===== config.mk =====
export PLATFORM = sky130hd
export DESIGN_NAME = pipeline_control
export DESIGN_NICKNAME = d
export VERILOG_FILES = /design/src/rtl/pipe_ctrl_pkg.sv /design/src/rtl/sat_counter.sv /design/src/rtl/pipeline_control.sv
export SDC_FILE = /design/constraint.sdc
export NUM_CORES = 1
export LEC_CHECK = 0
export BUFFER_PORTS_ARGS = -buffer_cell sky130_fd_sc_hd__buf_2
export CORE_UTILIZATION = 51
export CTS_CLUSTER_SIZE = 14
export DETAILED_ROUTE_END_ITERATION = 16
export GPL_TIMING_DRIVEN = 0
export PLACE_DENSITY = 0.85
export SLEW_MARGIN = 20
export SYNTH_ARGS = -nofsm -noshare
export SYNTH_HDL_FRONTEND = slang
export SYNTH_SLANG_ARGS = --single-unit

===== constraint.sdc =====
create_clock -name clk -period 5.15 [get_ports clk]
set_input_delay 1.03 -clock clk [delete_from_list [all_inputs] [get_ports clk]]
set_output_delay 1.03 -clock clk [all_outputs]
set_load 0.005 [all_outputs]

===== src/rtl/pipe_ctrl_pkg.sv =====
// ============================================================================
// Module  : pipe_ctrl_pkg
// Purpose : Shared definitions for the pipeline sequencer. It holds the 2-bit
//           state type and the RUN/STALL/FLUSH/HOLD encodings. The same type
//           is reused by the debug and trace logic.
// Revision: 1.0  initial release
// ============================================================================
`default_nettype none

package pipe_ctrl_pkg;

    typedef logic [1:0] state_t;

    localparam state_t c_RUN   = 2'd0;
    localparam state_t c_STALL = 2'd1;
    localparam state_t c_FLUSH = 2'd2;
    localparam state_t c_HOLD  = 2'd3;

endpackage

`default_nettype wire


===== src/rtl/sat_counter.sv =====
// ============================================================================
// Module  : sat_counter
// Purpose : Saturating up-counter with a synchronous clear. A clear wins over
//           a same-cycle increment.
// Ports   : clk    - clock
//           rst_n  - asynchronous active-low reset (count -> 0)
//           inc    - increment request
//           clr    - synchronous clear
//           count  - current count, sticks at all-ones
// Revision: 1.0  initial release
// ============================================================================
`default_nettype none

module sat_counter #(
    parameter int CNT_W = 16
) (
    input  logic             clk,
    input  logic             rst_n,
    input  logic             inc,
    input  logic             clr,
    output logic [CNT_W-1:0] count
);

    logic [CNT_W-1:0] r_count;

    always_ff @(posedge clk or negedge rst_n) begin
        if (!rst_n) begin
            r_count <= '0;
        end else if (clr) begin
            r_count <= '0;
        end else if (inc && (r_count != {CNT_W{1'b1}})) begin
            r_count <= r_count + 1'b1;
        end
    end

    assign count = r_count;

endmodule

`default_nettype wire


===== src/rtl/pipeline_control.sv =====
// ============================================================================
// Module  : pipeline_control
// Purpose : Pipeline sequencer for the 5-stage core. It arbitrates Hold,
//           BranchTaken and the load-use Stall request into the PC, IF/ID and
//           ID/EX write-enable and flush controls. It also keeps saturating
//           stall and flush counters and a sticky livelock error flag.
// Ports   : clk, rst_n              - clock, async active-low reset
//           Stall, BranchTaken, Hold - hazard / branch / memory-wait inputs
//           CountClear              - sync clear of counters and StallError
//           PCWrite, PCSel          - PC enable, branch-target select
//           IFIDWrite, IFIDFlush    - IF/ID enable and bubble insert
//           IDEXFlush               - ID/EX bubble insert
//           StallCount, FlushCount  - saturating performance counters
//           StallError              - sticky forced-release flag
//           State                   - current FSM state
// Revision: 1.0  initial release
// ============================================================================
`default_nettype none

module pipeline_control
    import pipe_ctrl_pkg::*;
#(
    parameter int CNT_W     = 16,
    parameter int MAX_STALL = 3
) (
    input  logic             clk,
    input  logic             rst_n,
    input  logic             Stall,
    input  logic             BranchTaken,
    input  logic             Hold,
    input  logic             CountClear,
    output logic             PCWrite,
    output logic             PCSel,
    output logic             IFIDWrite,
    output logic             IFIDFlush,
    output logic             IDEXFlush,
    output logic [CNT_W-1:0] StallCount,
    output logic [CNT_W-1:0] FlushCount,
    output logic             StallError,
    output logic [1:0]       State
);

    localparam int                  c_CONS_W   = $clog2(MAX_STALL + 1);
    localparam logic [c_CONS_W-1:0] c_CONS_MAX = c_CONS_W'(MAX_STALL);

    state_t              r_state;
    state_t              w_next_state;
    logic [c_CONS_W-1:0] r_cons;
    logic [c_CONS_W-1:0] w_next_cons;
    logic                r_err;

    logic w_forced;
    logic w_eff_stall;
    logic w_do_branch;
    logic w_do_stall;
    logic w_set_err;

    // In FLUSH, ID holds a bubble, so a Stall request there is spurious.
    // Once MAX_STALL consecutive stalls have been applied, the next request
    // is refused so a stuck hazard cannot livelock the core.
    assign w_forced    = Stall && (r_state != c_FLUSH) && (r_cons == c_CONS_MAX);
    assign w_eff_stall = Stall && (r_state != c_FLUSH) && !w_forced;

    // Fixed priority: Hold > BranchTaken > effective stall.
    assign w_do_branch = !Hold && BranchTaken;
    assign w_do_stall  = !Hold && !BranchTaken && w_eff_stall;
    assign w_set_err   = !Hold && !BranchTaken && w_forced;

    // State register, consecutive-stall count and sticky error.
    always_ff @(posedge clk or negedge rst_n) begin
        if (!rst_n) begin
            r_state <= c_RUN;
            r_cons  <= '0;
            r_err   <= 1'b0;
        end else begin
            r_state <= w_next_state;
            r_cons  <= w_next_cons;
            if (CountClear) begin
                r_err <= 1'b0;
            end else if (w_set_err) begin
                r_err <= 1'b1;
            end
        end
    end

    // Next-state logic. HOLD exits as soon as Hold falls; that cycle decodes
    // exactly like RUN, so no state-specific branch is needed.
    always_comb begin
        w_next_state = c_RUN;
        w_next_cons  = '0;
        if (Hold) begin
            w_next_state = c_HOLD;
            w_next_cons  = r_cons;
        end else if (BranchTaken) begin
            w_next_state = c_FLUSH;
        end else if (w_eff_stall) begin
            w_next_state = c_STALL;
            w_next_cons  = r_cons + 1'b1;
        end
    end

    // Output decode. These outputs are combinational on the current inputs,
    // so a Stall or branch takes effect in the cycle it is raised. While reset
    // is held, the pipeline is frozen and filled with bubbles.
    always_comb begin
        PCWrite   = 1'b1;
        PCSel     = 1'b0;
        IFIDWrite = 1'b1;
        IFIDFlush = 1'b0;
        IDEXFlush = 1'b0;
        if (!rst_n) begin
            PCWrite   = 1'b0;
            IFIDWrite = 1'b0;
            IFIDFlush = 1'b1;
            IDEXFlush = 1'b1;
        end else if (Hold) begin
            PCWrite   = 1'b0;
            IFIDWrite = 1'b0;
        end else if (w_do_branch) begin
            PCSel     = 1'b1;
            IFIDFlush = 1'b1;
            IDEXFlush = 1'b1;
        end else if (w_do_stall) begin
            PCWrite   = 1'b0;
            IFIDWrite = 1'b0;
            IDEXFlush = 1'b1;
        end
    end

    sat_counter #(.CNT_W(CNT_W)) u_stall_cnt (
        .clk   (clk),
        .rst_n (rst_n),
        .inc   (w_do_stall),
        .clr   (CountClear),
        .count (StallCount)
    );

    sat_counter #(.CNT_W(CNT_W)) u_flush_cnt (
        .clk   (clk),
        .rst_n (rst_n),
        .inc   (w_do_branch),
        .clr   (CountClear),
        .count (FlushCount)
    );

    assign StallError = r_err;
    assign State      = r_state;

endmodule

`default_nettype wire


==> impl_metrics.yaml, run 1 <==
yosys:
  synth_edf_count: 0
  syn_area_per_cell_sq_um: 9.34
  synth_nets: 236
  synth_cells: 227
  synthTopCellsByCount: "dfrtp_1, a21oi_1, nand2_1"
  async_flop_share_pct: 100
  yosysSeqAreaShare_pct: 43.7
  synth.top_cell.area_share_pct: 43.7
  synth.most_common_cell: "dfrtp_1"
  ys_types: 50
  syn-cell-area_sq_um: 2120
  synth_warnings: 0
  synth_ff_type: "dfrtp_1"
  ys_top_cells_by_area: "dfrtp_1, a21oi_1, or4_1"
  ys_seq_elements: 37
  yosys.area.top_type: "dfrtp_1"
floorplanning:
  die-area_sq_um: 4420
  die_x_um: 66.5
  io_pins: 46
  die_h_um: 66.5
  start_util_pct: 53.0
  coreArea_sq_um: 4000
  num_rows: 23
worst_setup_path:
  end_kind: "output pin"
  rrSetupSlack_ns: 3.05
  cp_slowest_cell: "buf_2"
  critPathKind: "input pin to output pin"
  path_common_cell: "buf_2"
  crit_arrival_ns: 2.19
  path_delay_family: "buffers and inverters"
  crit_chain: "buf_2 -> inv_1 -> nor2_1 -> buf_4 -> buf_2"
  crit_fanout: 39
  startpoint_type: "input pin"
  path_buf_inv: 4
  required_ns: 4.12
  cp_slowest_stage_delay_ns: 0.64
clock_tree:
  cts_setup_buffers: 0
  cts_tree: "yes"
  cts.sinks: 37
  h-tree-depth: 2
  cts_buffer_depth: 2
  postCtsHoldBufs: 0
  path_clk_slew_ns: 0.08
  post_cts_resized: 0
  clk_latency_ns: 0.29
  ctsRootBufferMaster: "clkbuf_8"
  cts_buffers: 5
timing:
  min_period_ns: 3.22
  post-route-period-util_pct: 62.6
  setup_viol: 0
  tns_ns: 0
  skew_ns: 0.00650
  hold_violations: 0
  grt_setup_unrepaired: "false"
  slew_headroom_pct: 43.9
  slew_violations: 0
  whs_ns: 0.522
  fmax_ghz: 0.310
  tightest_slew_ns: 0.842
pwr:
  power.clock.fraction_pct: 40.7
  netSwitchingFraction_pct: 23.3
  intPower_w: 0.000426
  power.density_nw_per_um2: 221
  ir_drop_v: 0.000150
  power.leakage_nw: 1.13
  p_total_w: 0.000555
  power.switching_w: 0.000130
  p_comb_share_pct: 6.1
  pwr-share-seq_pct: 53.3
placed_design:
  gp_congestion: 0.812
  placed_cells: 322
  dp_hpwl_um: 3310
  numPortBuffers: 45
finish:
  antenna_cells: 0
  nNetsFinal: 288
  drive_gt1_share_pct: 23.2
  layout.cells.non_filler: 330
  synthToLayoutAreaGrowth_pct: 18.3
routing:
  via_count: 2012
  wl_um: 4650
  wl_per_cell_um: 14.1
  drc: 0
  drt_iter0_markers: 176
  vias_per_cell: 6.10
  ant_nets: 0
  drtPass1Iterations: 4
flow_run:
  drv_cap: 0
global_route:
  grtUsageTotal_pct: 23.8
  grt_max_degree: 40
  antenna_found_initial: 0
  grt_overflow_total: 0
  grt_pass1_wl_um: 7980
  grt_pass1_vias: 1790
worst_hold_path:
  hold_class: "flop to flop"
status:
  status: "finished, final reports clean"
[worst reg2reg max path, stage by stage (launching register included)]
cell     delay (ns)
dfrtp_1        0.40
ha_1           0.22
nor2b_1        0.22
nand3_1        0.18
buf_2          0.23
nor4b_1        0.38
mux2_1         0.36
[worst paths after layout]
check	cells past startpoint	to	from
min in group asynchronous	1	u_flush_cnt.count[15]$_DFFE_PN0P_	rst_n
min reg2reg	1	r_cons[0]$_DFFE_PN0N_	r_cons[0]$_DFFE_PN0N_
max	5	PCWrite	rst_n
min	1	r_cons[0]$_DFFE_PN0N_	r_cons[0]$_DFFE_PN0N_
max in group asynchronous	1	u_stall_cnt.count[4]$_DFFE_PN0P_	rst_n
max reg2reg	6	u_stall_cnt.count[11]$_DFFE_PN0P_	r_cons[0]$_DFFE_PN0N_
[power by group through the flow]
| stage | registers [W] | logic [W] | clock network (W) |
|---|---|---|---|
| 3_3_place_gp | 0.000301 | 0.0000337 | 0 |
| 2_1_floorplan | 0.000301 | 0.0000162 | 0 |
| 3_5_place_dp | 0.000301 | 0.0000343 | 0 |
| 4_1_cts | 0.000296 | 0.0000345 | 0.000231 |
| 6_report | 0.000296 | 0.0000336 | 0.000226 |
| 5_1_grt | 0.000296 | 0.0000390 | 0.000241 |
[layout by cell type, fill, tap and decap left out, drive strengths merged, types with 3 or more instances in the layout]
cell type / instances
a21oi: 20
and3: 3
buf: 51
clkbuf: 10
dfrtp: 37
ha: 3
inv: 5
mux2: 7
nand2: 16
nand3: 11
nand4: 10
nor2: 15
nor2b: 8
nor3: 7
nor4: 11
o21ai: 9
o21bai: 3
o31ai: 10
or3: 7
or4: 11
[sequential cells by signal (all words and copies together), names as in the netlist]
register           count
r_cons                 2
u_stall_cnt.count     16
u_flush_cnt.count     16
State                  2
StallError             1
[cells by family (layout without fill, tap and decap cells)]
kind of cell	after synthesis	after routing	synth area share (%)
compound gates	52	52	15.5
xor+xnor	1	1	0.413
fa+ha+maj	3	3	1.77
buf+inv	14	67	3.19
flops	37	37	43.7
mux	7	7	3.72
simple gates	113	113	31.8
[area by class of cell]
| type | instances | area, sq um |
|---|---|---|
| Fill cell | 349 | 1490 |
| Multi-Input combinational cell | 176 | 1130 |
| Timing Repair Buffer | 45 | 225 |
| Inverter | 5 | 18.8 |
| Tap cell | 50 | 62.6 |
| Sequential cell | 37 | 926 |
| Buffer | 9 | 48.8 |
| Clock inverter | 1 | 5.00 |
| Clock buffer | 7 | 96.3 |
[metal layers]
layer / vias to the layer above / part of all wire [%] / GRT usage [%]
met2: 57 / 51 / 39.8
met1: 974 / 42 / 30.1
met3: 6 / 5.4 / 5.31
li1: 975 / - / -
met4: 0 / 1.3 / 8.24
met5: - / 0 / 0
[metrics by stage]
step | setup slack [ns] | utilization (%) | cell area (sq um)
2_1_floorplan | 2.46 | - | 2120
6_report | 1.93 | 62.7 | 2510
3_5_place_dp | 1.86 | 60.2 | 2410
3_3_place_gp | 1.87 | 60.2 | 2410
5_1_grt | 1.69 | 62.7 | 2510
4_1_cts | 1.86 | 62.7 | 2510
Power figures use the tool's default switching activity.
==> inputs of run 2 (changes only) <==
--- a/config.mk
+++ b/config.mk
@@ -5,12 +5,13 @@
 export SDC_FILE = /design/constraint.sdc
 export NUM_CORES = 1
 export LEC_CHECK = 0
+export ABC_AREA = 1
 export BUFFER_PORTS_ARGS = -buffer_cell sky130_fd_sc_hd__buf_2
-export CORE_UTILIZATION = 51
+export CORE_UTILIZATION = 49
 export CTS_CLUSTER_SIZE = 14
 export DETAILED_ROUTE_END_ITERATION = 16
 export GPL_TIMING_DRIVEN = 0
-export PLACE_DENSITY = 0.85
+export PLACE_DENSITY = 0.84
 export SLEW_MARGIN = 20
 export SYNTH_ARGS = -nofsm -noshare
 export SYNTH_HDL_FRONTEND = slang
==> constraint.sdc (replaced) <==
create_clock -name clk -period 2.7 [get_ports clk]
set_input_delay 0.54 -clock clk [delete_from_list [all_inputs] [get_ports clk]]
set_output_delay 0.54 -clock clk [all_outputs]
set_load 0.005 [all_outputs]
==> run 2 against run 1 <==
Against the previous run:
- via count up 12%
- routed wire length rose by 20%
- sequential share of layout area is 1.7 points lower
- register-to-register slack got worse by 2.2 ns
- sequential power increased by 91%
- utilization decreased by 2.7 points
- setup slack lost 1.5 ns
- die area increased by 11%
- final cell count up 28%
- largest cell class unchanged
==> impl_metrics.yaml, run 2 <==
status:
  status: "finished, final reports clean"
clock_tree:
  post_cts_resized: 0
  cts_buffer_depth: 2
  path_clk_slew_ns: 0.07
  cts.sinks: 37
  postCtsHoldBufs: 0
  h-tree-depth: 2
  cts_tree: "yes"
  ctsRootBufferMaster: "clkbuf_8"
  clk_latency_ns: 0.30
  cts_setup_buffers: 0
  cts_buffers: 5
routing:
  wl_met2_um: 2790
  drt_iter0_markers: 221
  wl_met3_um: 192
  ant_nets: 0
  routed.top_layer: "met4"
  wl_per_cell_um: 13.2
  via_count: 2252
  vias_per_cell: 5.35
  wl_um: 5570
  drtPass1Iterations: 4
  met1Wirelength_um: 2530
  drc: 0
yosys:
  ys_types: 29
  synth.most_common_cell: "nand2_1"
  synth_xor_area_share_pct: 3.10
  async_flop_share_pct: 100
  synth_edf_count: 0
  synth_warnings: 0
  synth_top_family_by_area: "simple AND/OR/NAND/NOR gates"
  synth_cells: 318
  syn-cell-area_sq_um: 2260
  synth_ff_type: "dfrtp_1"
  syn_area_per_cell_sq_um: 7.11
  yosysSeqAreaShare_pct: 40.9
  synthTopCellsByCount: "nand2_1, dfrtp_1, nor2_1"
  synth.top_cell.area_share_pct: 40.9
  synth_nets: 327
  synth_compound_area_share_pct: 5.59
  ys_top_cells_by_area: "dfrtp_1, nand2_1, nand4_1"
  synth_mux_area_share_pct: 0
  ys_seq_elements: 37
  yosys.area.top_type: "dfrtp_1"
  synth_fa_ha_area_share_pct: 1.66
  synthSimpleGateAreaFrac_pct: 41.1
placed_design:
  gp_congestion: 0.875
  numPortBuffers: 44
  dpl_worst_slack_ns: 0.372
  dp_hpwl_um: 4010
finish:
  antenna_cells: 0
  fillCellCount: 410
  synthToLayoutAreaGrowth_pct: 16.4
  nNetsFinal: 378
  final_common_cell: "nand2_1"
  drive_gt1_share_pct: 18.4
  final_cell_mix: "nand2_1, buf_2, dfrtp_1"
floorplanning:
  die_h_um: 69.9
  start_util_pct: 51.6
  io_pins: 46
  coreArea_sq_um: 4380
  num_rows: 24
  die-area_sq_um: 4890
  die_x_um: 69.9
global_route:
  grt_pass1_vias: 2215
  grtUsageTotal_pct: 24.5
  grt_overflow_total: 0
  antenna_found_initial: 0
  grt_pass1_wl_um: 9670
  grt_max_degree: 41
pwr:
  ir_drop_v: 0.000311
  power.density_nw_per_um2: 398
  power.leakage_nw: 1.43
worst_setup_path:
  required_ns: 2.16
  startpoint_type: "input pin"
  crit_arrival_ns: 1.75
  critPathKind: "input pin to output pin"
  crit_fanout: 40
  end_kind: "output pin"
timing:
  finalWorstSetupSlack_ns: 0.407
  grt_setup_unrepaired: "false"
  min_period_ns: 2.29
  tns_ns: 0
  slew_violations: 0
  setup_viol: 0
  fmax_ghz: 0.436
  post-route-period-util_pct: 84.9
  tightest_slew_ns: 0.865
  slew_headroom_pct: 42.3
  hold_violations: 0
  skew_ns: 0.00685
worst_hold_path:
  hold_class: "input pin to async pin"
flow_run:
  drv_cap: 0
run 2: cell count changes in the layout (fill, tap and decap cells not counted), sizes merged, moves of 8 or more:
cell,delta
nand3,+16
nand4,+12
nand2,+100
or4,-11
o31ai,-10
nor2b,-8
nor2,+26
inv,+27
a21oi,-16
nor4,-11
run 2: worst paths after layout:
kind / start / endpoint / slack, ns / cells after the start
min in group clk: BranchTaken / State[1]$_DFF_PN0_ / 0.49 / 3
min: rst_n / u_stall_cnt.count[11]$_DFFE_PN0P_ / 0.35 / 1
min reg2reg: StallError$_DFFE_PN0P_ / StallError$_DFFE_PN0P_ / 0.50 / 2
max in group asynchronous: rst_n / u_stall_cnt.count[4]$_DFFE_PN0P_ / 1.81 / 1
max: rst_n / PCWrite / 0.41 / 5
max reg2reg: u_flush_cnt.count[0]$_DFFE_PN0P_ / u_flush_cnt.count[1]$_DFFE_PN0P_ / 0.90 / 10
run 2: cell families (layout without fill, tap and decap cells):
logic type / after synthesis / after routing
compound gates: 20 / 20
xor+xnor: 8 / 8
buf+inv: 40 / 91
fa+ha+maj: 3 / 3
flops: 37 / 37
simple gates: 210 / 210
run 2: layout make-up:
type                            count  area, sq um  share of cell area [%]
Inverter                           32          120                    4.56
Multi-Input combinational cell    241         1160                    44.2
Sequential cell                    37          926                    35.2
Timing Repair Buffer               44          220                    8.36
Tap cell                           52         65.1                    2.47
Buffer                              8         52.6                    2.00
Clock buffer                        7         86.3                    3.28
run 2: metal layers:
layer / up-vias / track usage, %
met5: - / 0
met4: 0 / 8.44
met3: 8 / 3.90
met2: 52 / 43.1
met1: 1066 / 30.3
li1: 1126 / -
run 2: stage by stage:
step	area, sq um	total power (W)	cells	hold slack (ns)	utilization (%)
2_1_floorplan	2260	0.000619	318	0.244	-
6_report	2630	0.00105	421	0.353	60.1
3_5_place_dp	2550	0.000657	414	0.487	58.1
3_3_place_gp	2550	0.000654	414	0.480	58.1
4_1_cts	2630	0.00105	421	0.377	60.1
5_1_grt	2630	0.00108	421	0.434	60.1
run 2: where the power goes:
part	internal (W)	switching, W	total [W]
logic	0.0000251	0.0000558	0.0000809
registers	0.000560	0.00000512	0.000565
clock network	0.000203	0.000199	0.000402
total	0.000787	0.000260	0.00105
run 2: critical path: stages:
cell	delay, ns
buf_2	0.66
inv_1	0.15
nor2_1	0.18
buf_4	0.12
buf_2	0.09
